File: config.mk
export PLATFORM = sky130hd
export DESIGN_NAME = detect_programmable_sequence_using_fsm
export DESIGN_NICKNAME = d
export VERILOG_FILES = /design/src/rtl/detect_programmable_sequence_using_fsm.sv
export SDC_FILE = /design/constraint.sdc
export NUM_CORES = 1
export LEC_CHECK = 0
export ABC_AREA = 1
export CAP_MARGIN = 0
export CORE_MARGIN = 10
export CORE_UTILIZATION = 60
export CTS_BUF_LIST = sky130_fd_sc_hd__clkbuf_4
export DETAILED_ROUTE_END_ITERATION = 10
export DONT_BUFFER_PORTS = 1
export PLACE_DENSITY_LB_ADDON = 0.1
export SETUP_SLACK_MARGIN = 0.02
export SKIP_CTS_REPAIR_TIMING = 1
export SLEW_MARGIN = 20
export SYNTH_ARGS = -nofsm -noshare
export SYNTH_HDL_FRONTEND = slang
export SYNTH_SLANG_ARGS = --single-unit
File: constraint.sdc
create_clock -name clk -period 4.3 [get_ports clk]
set_clock_uncertainty 0.2 [all_clocks]
set_input_delay 0.86 -clock clk [delete_from_list [all_inputs] [get_ports clk]]
set_output_delay 0.86 -clock clk [all_outputs]
set_load 0.1 [all_outputs]
File: src/rtl/detect_programmable_sequence_using_fsm.sv
// Serial bit-sequence detector with a runtime-loadable pattern of 1..MAX_LEN bits,
// per-bit valid qualifier, overlap/non-overlap modes and a saturating match counter.
//
// state | meaning
// ------+-----------------------------------------------------------
// UNCFG | no legal configuration loaded; serial input ignored
// RUN   | pattern active; valid bits shifted into history and matched
module detect_programmable_sequence_using_fsm #(
    parameter  int MAX_LEN = 8,
    parameter  int CNT_W   = 8,
    localparam int LEN_W   = $clog2(MAX_LEN + 1)
) (
    input  logic               clk,
    input  logic               rst,
    input  logic               a,
    input  logic               a_valid,
    input  logic               cfg_load,
    input  logic [MAX_LEN-1:0] cfg_pattern,
    input  logic [LEN_W-1:0]   cfg_len,
    input  logic               cfg_overlap,
    output logic               detected,
    output logic [CNT_W-1:0]   match_count,
    output logic               cfg_err,
    output logic               armed
);

    typedef enum logic {
        UNCFG = 1'b0,
        RUN   = 1'b1
    } state_t;

    state_t             state;
    logic [MAX_LEN-1:0] pat_q;
    logic [LEN_W-1:0]   len_q;
    logic               ovl_q;
    logic [MAX_LEN-1:0] hist_q;
    logic [LEN_W-1:0]   fill_q;

    logic               len_ok;
    logic [MAX_LEN-1:0] hist_nxt;
    logic [LEN_W-1:0]   fill_nxt;
    logic [MAX_LEN-1:0] len_mask;
    logic               hit;

    always_comb begin
        len_ok   = (cfg_len != '0) && (cfg_len <= LEN_W'(MAX_LEN));
        hist_nxt = {hist_q[MAX_LEN-2:0], a};
        fill_nxt = (fill_q == LEN_W'(MAX_LEN)) ? fill_q : fill_q + 1'b1;
        // len_q == MAX_LEN shifts every one out, leaving a full-width mask
        len_mask = ~({MAX_LEN{1'b1}} << len_q);
        hit      = ((hist_nxt & len_mask) == (pat_q & len_mask)) && (fill_nxt >= len_q);
    end

    always_ff @(posedge clk) begin
        if (rst) begin
            state       <= UNCFG;
            armed       <= 1'b0;
            detected    <= 1'b0;
            cfg_err     <= 1'b0;
            match_count <= '0;
            hist_q      <= '0;
            fill_q      <= '0;
            pat_q       <= '0;
            len_q       <= '0;
            ovl_q       <= 1'b0;
        end else begin
            detected <= 1'b0;
            cfg_err  <= 1'b0;
            // A load strobe owns the cycle: any serial bit alongside it is dropped
            if (cfg_load) begin
                if (len_ok) begin
                    state       <= RUN;
                    armed       <= 1'b1;
                    pat_q       <= cfg_pattern;
                    len_q       <= cfg_len;
                    ovl_q       <= cfg_overlap;
                    hist_q      <= '0;
                    fill_q      <= '0;
                    match_count <= '0;
                end else begin
                    cfg_err <= 1'b1;
                end
            end else begin
                case (state)
                    UNCFG: begin
                        armed <= 1'b0;
                    end
                    RUN: begin
                        armed <= 1'b1;
                        if (a_valid) begin
                            hist_q <= hist_nxt;
                            if (hit) begin
                                detected <= 1'b1;
                                if (match_count != '1) begin
                                    match_count <= match_count + 1'b1;
                                end
                                fill_q <= ovl_q ? fill_nxt : '0;
                            end else begin
                                fill_q <= fill_nxt;
                            end
                        end
                    end
                    default: begin
                        state <= UNCFG;
                        armed <= 1'b0;
                    end
                endcase
            end
        end
    end

endmodule
# ---- Word level (Yosys, flattened, before mapping)
# Index checks and enable logic that the tools add are counted.
dict set report totals {
  register_bits 36
  input_bits 18
  out_inout_bits 11
  elab_cells 58
}
dict set report op_classes {
  addsub 2
  n_lt_le_gt_ge 2
  eq_ne 4
  n_shift 1
  n_mux 21
  bitwise 6
  n_reduce_logical 12
}
# op count
set ops {}
lappend ops {{two-way mux 8 bit} 6}
lappend ops {{two-way mux 4 bit} 7}
lappend ops {{two-way mux 7 bit} 3}
lappend ops {{bitwise AND 8 bit} 2}
lappend ops {{adder 8 x 1 -> 8 bit, second input constant} 1}
lappend ops {{== test 8 bit} 1}
lappend ops {{inequality test 8 bit, second input constant} 1}
lappend ops {{NOT 8 bit} 1}
lappend ops {{nonzero test 2 bit} 4}
lappend ops {{<< shifter 8 x 4 -> 8 bit, first input constant} 1}
lappend ops {{AND reduction 5 bit} 1}
lappend ops {{adder 4 x 1 -> 4 bit, second input constant} 1}
lappend ops {{== test 4 bit, second input constant} 1}
lappend ops {{>= comparator 4 bit} 1}
lappend ops {{less-or-equal comparator 4 bit, second input constant} 1}
lappend ops {{two-way mux 1 bit} 4}
lappend ops {{nonzero test 4 bit} 1}
lappend ops {{OR reduction 4 bit} 1}
lappend ops {{NOT 1 bit} 3}
lappend ops {{AND reduction 3 bit} 1}
lappend ops {{logical AND 1 bit} 2}
lappend ops {{inequality test 2 x 1 -> 1 bit, second input constant} 1}
lappend ops {{case mux 1 bit (2 select lines)} 1}
lappend ops {{AND reduction 2 bit} 1}
lappend ops {{OR reduction 2 bit} 1}

# ---- Logic depth before layout (Yosys ltp)
dict set report logic_depth {
  ltp_word 9
  ltp_mapped 15
  depth_no_buf 15
}

# ---- Worst setup path before layout
# Ideal clock, no wire load.
dict set report synth_timing {
  path_kind {reg2reg}
  startpoint {reg match_count[0]}
  endpoint {reg match_count[6]}
  setup_ns 0.069
  arrival_ns 2.317
  t_required_ns 4.031
  slack_ns 1.714
  stages_incl_launch_ff 10
  n_path_buf 0
  period_less_slack_ns 2.586
  cell_sequence {dfxtp_1 ha_1 nand2_1 nor3_2 nand2_1 nor3_4 nor2_8 nand2_8 nand2_1 a21oi_2}
}
dict set report synth_between {
  elab_chain_cells 6
}
# item line_no
set synth_rtl {}
lappend synth_rtl {{from (decl)} 22} ;# output logic [CNT_W-1:0] match_count,
lappend synth_rtl {{from (signal assigned)} 95} ;# match_count <= match_count + 1'b1;
lappend synth_rtl {{adder 8 x 1 -> 8 bit} 95}
lappend synth_rtl {{two-way mux 8 bit} 94} ;# if (match_count != '1) begin
lappend synth_rtl {{two-way mux 8 bit} 92} ;# if (hit) begin
lappend synth_rtl {{two-way mux 8 bit} 90} ;# if (a_valid) begin
lappend synth_rtl {{two-way mux 8 bit} 84} ;# case (state)
lappend synth_rtl {{two-way mux 8 bit} 70} ;# if (cfg_load) begin
# Several ways; a longest one is shown, not always the timed one. The select of a mux whose other input is x is not followed.
# A chain may end at the register's enable or synchronous reset.

# ---- Worst setup path in the final report
dict set report layout_timing {
  startpoint {reg match_count[6]}
  endpoint {out match_count[6]}
}
# No word-level cell between the ends.

==> impl_results.md <==
* Crit path DAT at approximately 1.4 ns
* RSZ-0062 raised after global routing: false
* Leak at around 0.9 nW
* Final hold violation count at 0
* CP Launch Type: flop
* Commonest register cell after synthesis: dfxtp_1
* Tmin final at roughly 2.5 ns
* Warnings, synthesis at 0
* Proportion of synthesized area in mux cells at 0
* Average routed wire per standard cell at 13.6 um
* CTS sink cnt at 36
* Slew margin rel. at 0.241
* Seq/Total Area, Yosys at 0.366
* Clock-pin slew on the worst setup and hold paths at 0.11 ns
* Syn nets at between 200 and 300
* Grt total ovfl at 0
* Count of mapped cells out of synthesis at 266
* Worst hold path depth at 2
* Clk Latency, worst-skew pair at ~0.34 ns
* Synth Area in Compound Gates at 0.147
* Setup TNS Final at 0 ns
* Site row count at 20
* Max Clk Rate at ~400 MHz
* # setup viols final at 0
* Initial Util at 0.635
* Worst setup margin at ~1.8 ns
* Post-route DRC violation count at 0
* Synth area leaders: dfxtp_1, nand2_1, inv_1
* Cell with the most instances after synthesis: nand2_1
* ANT nets after route at 0
* Nets@finish at 298
* PortBufs at 0
* Post-synth top cells: nand2_1, dfxtp_1, inv_1, nor2_1, nand3_1
* Peak VDD IR at just under 0.2 mV
* Die ar. at between 0.005 and 0.006 mm^2
* Synth Area in Simple Gates at 0.326
* DRT iter0 DRCs at 128
* CP Max Fanout at 6
* Share of layout cells above drive strength 1 at 0.157
* Area share of the largest cell type after synthesis at 0.366
* Post-Synth XOR/XNOR Area at 0.0267
* Total of max-cap violations at 0
* Crit Reg-Reg Startpoint: fill_q[0]
* ANT cells at 0
* First-pass iteration count of the detailed router at 4
* Asr flop ratio synth at 0
* Max-slew violations at 0
* CTS root buf: clkbuf_4
* Routed via count at 1704
* WS Path Type: flop to primary output
* Worst hold start: pat_q[4]
* CP Capture Type: primary output
* Die X at 77.3 um
* Final period utilization at 0.582
* Post-DP HPWL at 3270 um
* Initial antenna violation count at 0
* Chip height at between 70 and 80 um
* P&R area growth vs syn at 6.22%
* Register-to-Register Path Depth at 14
* Post-synth EDFFs at 0
* First-pass GRT wire length at around 7000 um
* Reg2Reg Setup Slack at ~1.9 ns
* Least-Margin Pin Slew at 1.14 ns
* Post-Synth Adder-Cell Area at 0.0444
* Synth unique cells at 32
* Largest net degree at the start of global routing at 22
* H-tree levels at 2
* Synthesized area per cell at roughly 7.4 um^2
* GRT Total Usage at 0.142
* Core ar. at roughly 0.0031 mm^2
* Gpl congestion at approximately 0.88
* CTS tree: yes
* Synthesized area at between 0.0015 and 0.002 mm^2
* Synth Register Bits at 36
* Hold WC Path Type: flop to flop
* Number of global-route vias before repair at roughly 1500
* Final wirelength at ~4300 um
* Fin util at 0.675
* Num CTS Buffers at 5
* Pre-CTS setup slack at ~1.9 ns
* Pwr dens at 314 mW/mm^2
* WP data required at ~3.2 ns
* Status: complete, no violations
* Cell taking the most area after synthesis: dfxtp_1
* Clock buffer depth at 2
* Largest family of logic cells by synthesized area: simple AND/OR/NAND/NOR gates
* Reg-to-Reg End: match_count[3]
* IO Count at 29
* Endpoint, Worst Hold: pat_q[4]
* Drt via density at 5.36
* Power, Total at 0.656 mW
==> layout by cell type (no fill, tap or decap), types with 2 or more instances in the layout <==
cell type  netlist  layout
nand2_2          4       4
ha_1             7       7
dfxtp_1         36      36
nand3_1         23      23
a21oi_2          7       7
clkbuf_4         0       5
nor2_2           4       4
nor2_8           3       3
nand3_2          2       2
buf_4            1       6
o21ai_0         14      14
inv_1           34      34
a21oi_1         18      18
inv_2            3       3
clkinv_2         1       3
xor2_1           5       5
o32ai_1          6       6
nor2_1          26      26
nand4_1          3       3
nand2_1         53      53
==> layer usage <==
layer / share of wire / GRT usage / vias up
met1: 0.45 / 0.175 / 759
met2: 0.45 / 0.225 / 56
li1: - / - / 881
met3: 0.085 / 0.0536 / 8
met5: 0 / 0 / -
met4: 0.012 / 0.0438 / 0
==> where the power goes <==
group / internal, mW / total, mW / switching (mW)
logic: 0.0350 / 0.115 / 0.0797
registers: 0.347 / 0.366 / 0.0196
clock network: 0.0600 / 0.175 / 0.115
==> flip-flops by register name, indices dropped and copies added (netlist names) <==
name	flops
hist_q	7
fill_q	4
pat_q	8
state	1
cfg_err	1
ovl_q	1
len_q	4
detected	1
armed	1
match_count	8
==> stage by stage <==
step                      hold slack, ns  area [um^2]  cells
after global routing               0.297         2090    318
after CTS                          0.283         2090    318
final                              0.281         2090    318
after floorplan                    0.230         1970    266
after global placement             0.262         2040    310
after detailed placement           0.266         2040    310
==> final cells by class <==
| class | instances | area (um^2) |
|---|---|---|
| clock inverter | 3 | 13.8 |
| timing repair buffer | 6 | 45.0 |
| multi-input combinational | 185 | 1070 |
| inverter | 39 | 150 |
| tap | 44 | 55.1 |
| fill | 296 | 1010 |
| clock buffer | 5 | 37.5 |
| sequential | 36 | 721 |
==> worst max-delay path by stage <==
| stage | start | end | slack (ns) | depth (start not counted) |
|---|---|---|---|---|
| CTS | match_count[6] | match_count[6] | 1.79 | 0 |
| global placement | cfg_len[0] | hist_q[6] | 1.93 | 7 |
| floorplan | match_count[0] | match_count[6] | 1.71 | 9 |
| detailed placement | cfg_len[0] | hist_q[6] | 1.87 | 7 |
| finish | match_count[6] | match_count[6] | 1.80 | 0 |
| global route | fill_q[0] | match_count[3] | 1.62 | 14 |
==> logic make-up after synthesis <==
| group | count (synthesis) |
|---|---|
| AOI/OAI and AO/OA | 47 |
| DFF | 36 |
| xor gates and xnor gates | 6 |
| buffers and inverters | 45 |
| adders and majority gates | 7 |
| and+or+nand+nor | 125 |
Power figures use the tool's default switching activity.
